[config.mk]
export PLATFORM = sky130hd
export DESIGN_NAME = mult_div_sequencer
export DESIGN_NICKNAME = d
export VERILOG_FILES = /design/src/rtl/mult_div_sequencer.sv
export SDC_FILE = /design/constraint.sdc
export NUM_CORES = 1
export LEC_CHECK = 0
export BUFFER_PORTS_ARGS = -buffer_cell sky130_fd_sc_hd__buf_4
export CORE_ASPECT_RATIO = 1.4
export CORE_MARGIN = 10
export CORE_UTILIZATION = 62
export DETAILED_ROUTE_END_ITERATION = 16
export GPL_TIMING_DRIVEN = 0
export PLACE_DENSITY = 0.83
export RECOVER_POWER = 100
export SLEW_MARGIN = 20
export SYNTH_ARGS = -nofsm -noshare
export SYNTH_HDL_FRONTEND = slang
export SYNTH_SLANG_ARGS = --single-unit
export TNS_END_PERCENT = 50
[constraint.sdc]
create_clock -name clock -period 4.78 [get_ports clock]
set_input_delay 0.956 -clock clock [delete_from_list [all_inputs] [get_ports clock]]
set_output_delay 0.956 -clock clock [all_outputs]
set_load 0.05 [all_outputs]
[src/rtl/mult_div_sequencer.sv]
// Iterative signed multiply/divide sequencer for HI/LO: WIDTH-step shift-add
// multiply or restoring divide on operand magnitudes, then a sign-fix cycle.
module mult_div_sequencer #(
  parameter int WIDTH = 32,
  parameter int CNT_W = 6
) (
  input  logic             clock,
  input  logic             Reset,
  input  logic             MultCtrl,
  input  logic             DivCtrl,
  input  logic [WIDTH-1:0] a_in,
  input  logic [WIDTH-1:0] b_in,
  output logic             busy,
  output logic             done,
  output logic             DivZero,
  output logic [WIDTH-1:0] hi,
  output logic [WIDTH-1:0] lo
);

  typedef enum logic [1:0] {IDLE, RUN, FIX, DONE} state_t;

  localparam logic [CNT_W-1:0] LAST = CNT_W'(WIDTH - 1);

  state_t             state_q, state_d;
  logic               op_div_q, op_div_d;
  logic [CNT_W-1:0]   cnt_q, cnt_d;
  logic [2*WIDTH-1:0] acc_q, acc_d;
  logic [WIDTH-1:0]   opb_q, opb_d;
  logic               sign_q, sign_d;
  logic               rsign_q, rsign_d;
  logic               dz_q, dz_d;
  logic [WIDTH-1:0]   hi_q, hi_d;
  logic [WIDTH-1:0]   lo_q, lo_d;

  logic [WIDTH-1:0]   a_mag, b_mag;
  logic [WIDTH:0]     mult_sum;
  logic [WIDTH:0]     shifted;
  logic [WIDTH+1:0]   diff;
  logic [2*WIDTH-1:0] prod;

  always_comb begin
    state_d  = state_q;
    op_div_d = op_div_q;
    cnt_d    = cnt_q;
    acc_d    = acc_q;
    opb_d    = opb_q;
    sign_d   = sign_q;
    rsign_d  = rsign_q;
    dz_d     = dz_q;
    hi_d     = hi_q;
    lo_d     = lo_q;

    a_mag    = a_in[WIDTH-1] ? -a_in : a_in;
    b_mag    = b_in[WIDTH-1] ? -b_in : b_in;
    // Multiply: acc holds {partial product, remaining multiplier bits}.
    mult_sum = {1'b0, acc_q[2*WIDTH-1:WIDTH]} + {1'b0, (acc_q[0] ? opb_q : '0)};
    // Divide: acc holds {partial remainder, remaining dividend / quotient bits}.
    shifted  = {acc_q[2*WIDTH-1:WIDTH], acc_q[WIDTH-1]};
    diff     = {1'b0, shifted} - {2'b00, opb_q};
    prod     = sign_q ? -acc_q : acc_q;

    case (state_q)
      IDLE: begin
        if (MultCtrl) begin
          op_div_d = 1'b0;
          acc_d    = {{WIDTH{1'b0}}, b_mag};
          opb_d    = a_mag;
          sign_d   = a_in[WIDTH-1] ^ b_in[WIDTH-1];
          rsign_d  = 1'b0;
          cnt_d    = '0;
          dz_d     = 1'b0;
          state_d  = RUN;
        end else if (DivCtrl) begin
          cnt_d = '0;
          if (b_in == '0) begin
            dz_d    = 1'b1;
            state_d = DONE;
          end else begin
            op_div_d = 1'b1;
            acc_d    = {{WIDTH{1'b0}}, a_mag};
            opb_d    = b_mag;
            sign_d   = a_in[WIDTH-1] ^ b_in[WIDTH-1];
            rsign_d  = a_in[WIDTH-1];
            dz_d     = 1'b0;
            state_d  = RUN;
          end
        end
      end
      RUN: begin
        cnt_d = cnt_q + CNT_W'(1);
        if (op_div_q) begin
          acc_d = {(diff[WIDTH+1] ? shifted[WIDTH-1:0] : diff[WIDTH-1:0]),
                   acc_q[WIDTH-2:0], ~diff[WIDTH+1]};
        end else begin
          acc_d = {mult_sum, acc_q[WIDTH-1:1]};
        end
        if (cnt_q == LAST) state_d = FIX;
      end
      FIX: begin
        if (op_div_q) begin
          lo_d = sign_q  ? -acc_q[WIDTH-1:0] : acc_q[WIDTH-1:0];
          hi_d = rsign_q ? -acc_q[2*WIDTH-1:WIDTH] : acc_q[2*WIDTH-1:WIDTH];
        end else begin
          {hi_d, lo_d} = prod;
        end
        state_d = DONE;
      end
      DONE:    state_d = IDLE;
      default: state_d = IDLE;
    endcase
  end

  always_ff @(posedge clock or negedge Reset) begin
    if (!Reset) begin
      state_q  <= IDLE;
      op_div_q <= 1'b0;
      cnt_q    <= '0;
      acc_q    <= '0;
      opb_q    <= '0;
      sign_q   <= 1'b0;
      rsign_q  <= 1'b0;
      dz_q     <= 1'b0;
      hi_q     <= '0;
      lo_q     <= '0;
    end else begin
      state_q  <= state_d;
      op_div_q <= op_div_d;
      cnt_q    <= cnt_d;
      acc_q    <= acc_d;
      opb_q    <= opb_d;
      sign_q   <= sign_d;
      rsign_q  <= rsign_d;
      dz_q     <= dz_d;
      hi_q     <= hi_d;
      lo_q     <= lo_d;
    end
  end

  assign busy    = (state_q == RUN) || (state_q == FIX);
  assign done    = (state_q == DONE);
  assign DivZero = dz_q;
  assign hi      = hi_q;
  assign lo      = lo_q;

endmodule

==> results of run 1 <==
cells in the final DEF (no fill, tap or decap), types with 14 or more instances in the layout:
master	instances
o41ai_1	15
o21ai_0	158
or4_1	14
dfrtp_1	172
mux2_2	40
mux2i_1	29
xnor2_1	70
a211oi_1	32
o31ai_1	29
xor2_1	103
nand3_1	33
nand2_1	184
a21o_1	37
nor3_1	29
clkbuf_1	160
buf_4	63
nor2_1	211
a21oi_1	187
inv_1	69
or3_1	19
nand4_1	14
ha_1	74
clkbuf_16	17
nor4_1	18
state kept, by name, indices dropped and copies added, names as in the netlist, 2 cells and up:
name and cells:
cnt_q 6, lo 32, opb_q 32, state_q 2
hi 32, acc_q 64
power groups by stage:
stage / sequential [W] / clock, W / combinational [W]
floorplan: 0.00149 / 0 / 0.000201
global placement: 0.00149 / 0 / 0.000378
detailed placement: 0.00149 / 0 / 0.000393
CTS: 0.00146 / 0.00148 / 0.000395
global route: 0.00146 / 0.00153 / 0.000429
finish: 0.00146 / 0.00148 / 0.000399
layout make-up:
type | count | area [µm²]
plain buffers | 106 | 413
multi-input cells | 1507 | 9690
clock buffers | 18 | 439
well taps | 306 | 383
fillers | 2029 | 6870
inverters | 70 | 263
flip-flops and latches | 172 | 4300
clock inverters | 13 | 181
repair buffers | 134 | 748
critical path, cell delays in order:
cell	delay, ps
clkbuf_1	110
or4_1	530
or2_2	350
or4_1	660
or4_1	510
and2_0	230
o21ai_1	580
nor2_1	490
a32oi_1	310
o311ai_0	150
path summary, 6_finish.rpt:
kind | startpoint | end | slack, ps | cells after the start
worst max-delay path | b_in[15] | acc_q[53] | 170 | 10
max in group asynchronous | Reset | hi[22] | 660 | 3
worst min-delay path | opb_q[16] | opb_q[16] | 490 | 2
worst min register to register | opb_q[16] | opb_q[16] | 490 | 2
min in group asynchronous | Reset | cnt_q[0] | 1080 | 1
worst max register to register | acc_q[0] | acc_q[56] | 240 | 12
cells in the mapped netlist (15+ instances only):
cell type / number / area, µm²
a211oi_1: 32 / 240
a21o_1: 37 / 278
a21oi_1: 186 / 931
clkbuf_1: 86 / 323
dfrtp_1: 172 / 4300
ha_1: 74 / 926
inv_1: 69 / 259
mux2_2: 40 / 450
mux2i_1: 29 / 290
nand2_1: 184 / 691
nand3_1: 33 / 165
nor2_1: 211 / 792
nor3_1: 29 / 145
nor4_1: 19 / 119
o21ai_0: 155 / 776
o31ai_1: 29 / 218
o41ai_1: 15 / 131
or3_1: 19 / 119
xnor2_1: 70 / 613
xor2_1: 103 / 902
per-layer routing:
layer	global-route usage	share of wire	up-vias
met2	0.578	0.48	744
met1	0.375	0.37	7358
li1	-	-	7014
met3	0.0545	0.061	210
met4	0.256	0.081	0
met5	0	0	-
per-stage QoR:
stage               cell area [µm²]  setup WS (ps)  TNS [ps]  instances  power (W)
floorplan                     14700            860         0       1855    0.00169
global placement              16000           -336     -5460       2293    0.00187
detailed placement            16100           -291     -5510       2295    0.00188
CTS                           16700            145         0       2326    0.00333
global route                  16400           77.3         0       2326    0.00342
finish                        16400            170         0       2326    0.00335
timing repair:
| item | CTS | global route |
|---|---|---|
| setup buffers | 0 | 0 |
| setup endpoints to repair | 0 | 2 |
| gates resized for setup | 0 | 3 |
logic make-up (layout without fill, tap and decap cells):
logic type      Yosys count  count (layout)
compound gates          590             590
xor+xnor                173             173
fa+ha+maj                76              76
buf+inv                 176             341
flops                   172             172
mux                      70              70
simple gates            598             598
==> out/results.ini, run 1 <==
[sta]
hold_viol=0
fmax_mhz=217
drv_slew=107
grt_setup_unrepaired=false
hold-worst-slack_ps=486
period_needed_ps=4610
final.setup_skew_ps=8.51
setup_viol=0
relSlewSlack=-0.349
tightest_slew_ps=2020
period_share=0.964

[drt]
routed_wl_um=53200
via_per_inst=6.59
drc=0
wl_per_cell_um=22.9
ant_nets=0
dr_total_vias=15300
first_iter_violations=1243
firstDrtPassIters=6

[power]
p_comb_frac=0.119
p_sw_w=0.000941
intPower_w=0.00240
p_per_area_nw_per_um2=204
ir_drop_v=0.000269
p_leak_nw=7.33
p_sw_frac=0.281
seqPwrFrac=0.437
pwr-share-clk=0.444

[worst_hold_path]
hold_class=reg2reg

[outcome]
violations=capacitance limit, slew limit
status=finished with violations

[cts]
cts_tree=done
cts_buffers=17
clk_pin_slew_ps=70
worstSkewPairLatency_ps=450
cts.sinks=172
cts_root_buffer=clkbuf_16
clockBufferDepth=2
postCtsHoldBufs=0
htreeDepth=4

[logic_synthesis]
ys.flop_type=dfrtp_1
synth_top_family_by_area=compound AO/OA/AOI/OAI gates
ys_ff_latch=172
async_flop_share=1.00
synth_edf_count=0
ys_types=75
yosysWarnings=0
synth-simple-area-share=0.188
synth_cells=1855
yosysSeqAreaShare=0.293
synth_area_um2=14700
postSynthAreaPerCell_um2=7.91
synth_nets=1999
synthAdderAreaFrac=0.0658
synth_xor_area_frac=0.103
synth_mux_area_frac=0.0515
synth-compound-area-share=0.251

[grt]
grt_first_pass_wirelength_um=81600
antenna_found_initial=1
gr-usage-all-layers=0.342
grt_pass1_vias=15300
grt_max_degree=73
grt.overflow.total=0

[floorplan]
rows=66
start_util=0.630
io_pins=135
die_h_um=202
design.core.area_um2=23300
fp.dieArea_um2=30300
die_width_um=150

[finish]
fin_util=0.705
syn_to_final_growth_pct=11.9
nets=2152
n_antenna_cell=0
drive_gt1_frac=0.0866

[placed_design]
gp_congestion=1.07
dpl.hpwl_um=41600
io_buffers=132

[critical_path]
arrival_ps=4900
crit_type=in2reg
start_kind=primary input
worstPathRequired_ps=5070
cp-end-kind=flop
path_max_fanout=10

[run]
maxCapViolCount=2

Power figures use the tool's default switching activity.
==> run 2, diff against run 1 <==
--- a/config.mk
+++ b/config.mk
@@ -8,10 +8,9 @@
 export BUFFER_PORTS_ARGS = -buffer_cell sky130_fd_sc_hd__buf_4
 export CORE_ASPECT_RATIO = 1.4
 export CORE_MARGIN = 10
-export CORE_UTILIZATION = 62
+export CORE_UTILIZATION = 45
 export DETAILED_ROUTE_END_ITERATION = 16
 export GPL_TIMING_DRIVEN = 0
-export PLACE_DENSITY = 0.83
 export RECOVER_POWER = 100
 export SLEW_MARGIN = 20
 export SYNTH_ARGS = -nofsm -noshare
==> run 2 against run 1 <==
The run still ends with capacitance limit, slew limit left. Critical endpoint is now acc_q[54]. First-iteration DRC count fell by 13%. Sequential share of layout area is 0.22 points lower. Sequential cell count unchanged. Worst hold slack worse by 7.2 ps. Die area up 33%. Critical path depth increased by 2. Global-route usage fell by 7.2 points. Via count down 5.0%. Total power fell by 0.63%. Worst setup slack gained 11 ps. Routed wire length is 4.8% higher.
==> out/results.ini, run 2 (synthesis results as in run 1) <==
[power]
p_per_area_nw_per_um2=201
p_leak_nw=7.31
seqPwrFrac=0.440
ir_drop_v=0.000231
pwr-share-clk=0.441
p_sw_frac=0.291
p_comb_frac=0.120
intPower_w=0.00236
p_sw_w=0.000966

[finish]
largest_reg_flops=64
final_common_cell=nor2_1
drive_gt1_frac=0.0841
syn_to_final_growth_pct=12.9
mostFrequentLayoutCells=nor2_1, a21oi_1, nand2_1
final_area_um2=16600
fin_util=0.513
n_antenna_cell=0
largest-register=acc_q
nets=2152

[cts]
cts_buffers=17
post_cts_resize_count=0
clockBufferDepth=2
cts.sinks=172
worstSkewPairLatency_ps=460
post_cts_buffers=0
clk_pin_slew_ps=80
htreeDepth=4
cts_root_buffer=clkbuf_16
cts_tree=done
postCtsHoldBufs=0

[floorplan]
die_h_um=234
die_width_um=173
rows=78
io_pins=135
design.core.area_um2=32300
fp.dieArea_um2=40300
start_util=0.454

[sta]
period_needed_ps=4600
setup_viol=0
hold_viol=0
fmax_mhz=217
relSlewSlack=-0.346
drv_slew=79
period_share=0.962
final.setup_skew_ps=13.4
tightest_slew_ps=2020
grt_setup_unrepaired=false

[drt]
wl_met2_um=28300
dr_total_vias=14600
ant_nets=0
drc=0
top_layer=met4
firstDrtPassIters=7
wl_per_cell_um=22.7
routed_wl_um=55800
first_iter_violations=1086
wl_met3_um=2200
wl_met1_um=21900
via_per_inst=5.92

[critical_path]
cp-end-kind=flop
r2r_cells=13
worstPathRequired_ps=5080
path_max_fanout=10
r2r-start=acc_q[0]
r2r_slack_ps=230
rr_endpoint=acc_q[62]
arrival_ps=4900
crit_type=in2reg
start_kind=primary input

[grt]
grt_pass1_vias=14700
grt_max_degree=96
grt.overflow.total=0
antenna_found_initial=0
gr-usage-all-layers=0.270
grt_first_pass_wirelength_um=85300

[worst_hold_path]
min_to=opb_q[15]
hold_class=reg2reg
whs_path_depth=2
hp-start=opb_q[15]

[run]
maxCapViolCount=1

[outcome]
violations=capacitance limit, slew limit
status=finished with violations

[placed_design]
io_buffers=132
dpl.hpwl_um=44800
gp_congestion=0.956
placed_area_um2=16300

## run 2: cell type report
| cell class | instances | area (µm²) |
|---|---|---|
| Multi-Input combinational cell | 1507 | 9680 |
| Tap cell | 440 | 551 |
| Clock inverter | 14 | 174 |
| Fill cell | 3284 | 15700 |
| Buffer | 106 | 407 |
| Timing Repair Buffer | 134 | 742 |
| Sequential cell | 172 | 4300 |
| Clock buffer | 18 | 439 |
| Inverter | 70 | 263 |
## run 2: layer usage
metal | up-vias | track usage
met5 | - | 0
met4 | 0 | 0.162
met3 | 148 | 0.0335
met2 | 431 | 0.488
met1 | 6992 | 0.300
li1 | 6993 | -
## run 2: worst max-delay path by stage
stage	end	startpoint
2_1_floorplan	opb_q[20]	b_in[15]
3_3_place_gp	acc_q[54]	b_in[5]
3_5_place_dp	acc_q[57]	b_in[5]
4_1_cts	acc_q[57]	b_in[5]
5_1_grt	opb_q[12]	b_in[3]
6_report	acc_q[54]	b_in[3]
## run 2: worst max-delay path, cell delays in order
cell	delay, ps
clkbuf_1	110
nor4_1	630
nand2_1	240
or4_1	710
o41ai_1	380
a31oi_2	130
clkbuf_2	310
nand2_1	390
clkbuf_1	660
nor2_1	110
a21oi_1	130
o311ai_0	130
## run 2: power groups by stage
| stage | clock [W] | sequential, W | combinational, W |
|---|---|---|---|
| 2_1_floorplan | 0 | 0.00149 | 0.000201 |
| 3_3_place_gp | 0 | 0.00149 | 0.000393 |
| 3_5_place_dp | 0 | 0.00149 | 0.000400 |
| 4_1_cts | 0.00149 | 0.00146 | 0.000402 |
| 5_1_grt | 0.00154 | 0.00146 | 0.000435 |
| 6_report | 0.00146 | 0.00146 | 0.000399 |
## run 2: per-stage QoR
stage	setup slack, ps	setup TNS (ps)	hold WS [ps]	instances	total power, W
final	181	0	478	2461	0.00332
after detailed placement	-160	-1610	472	2429	0.00189
after floorplan	860	0	450	1855	0.00169
after CTS	272	0	488	2461	0.00335
after global routing	15.1	0	520	2461	0.00344
after global placement	-523	-6720	464	2427	0.00188
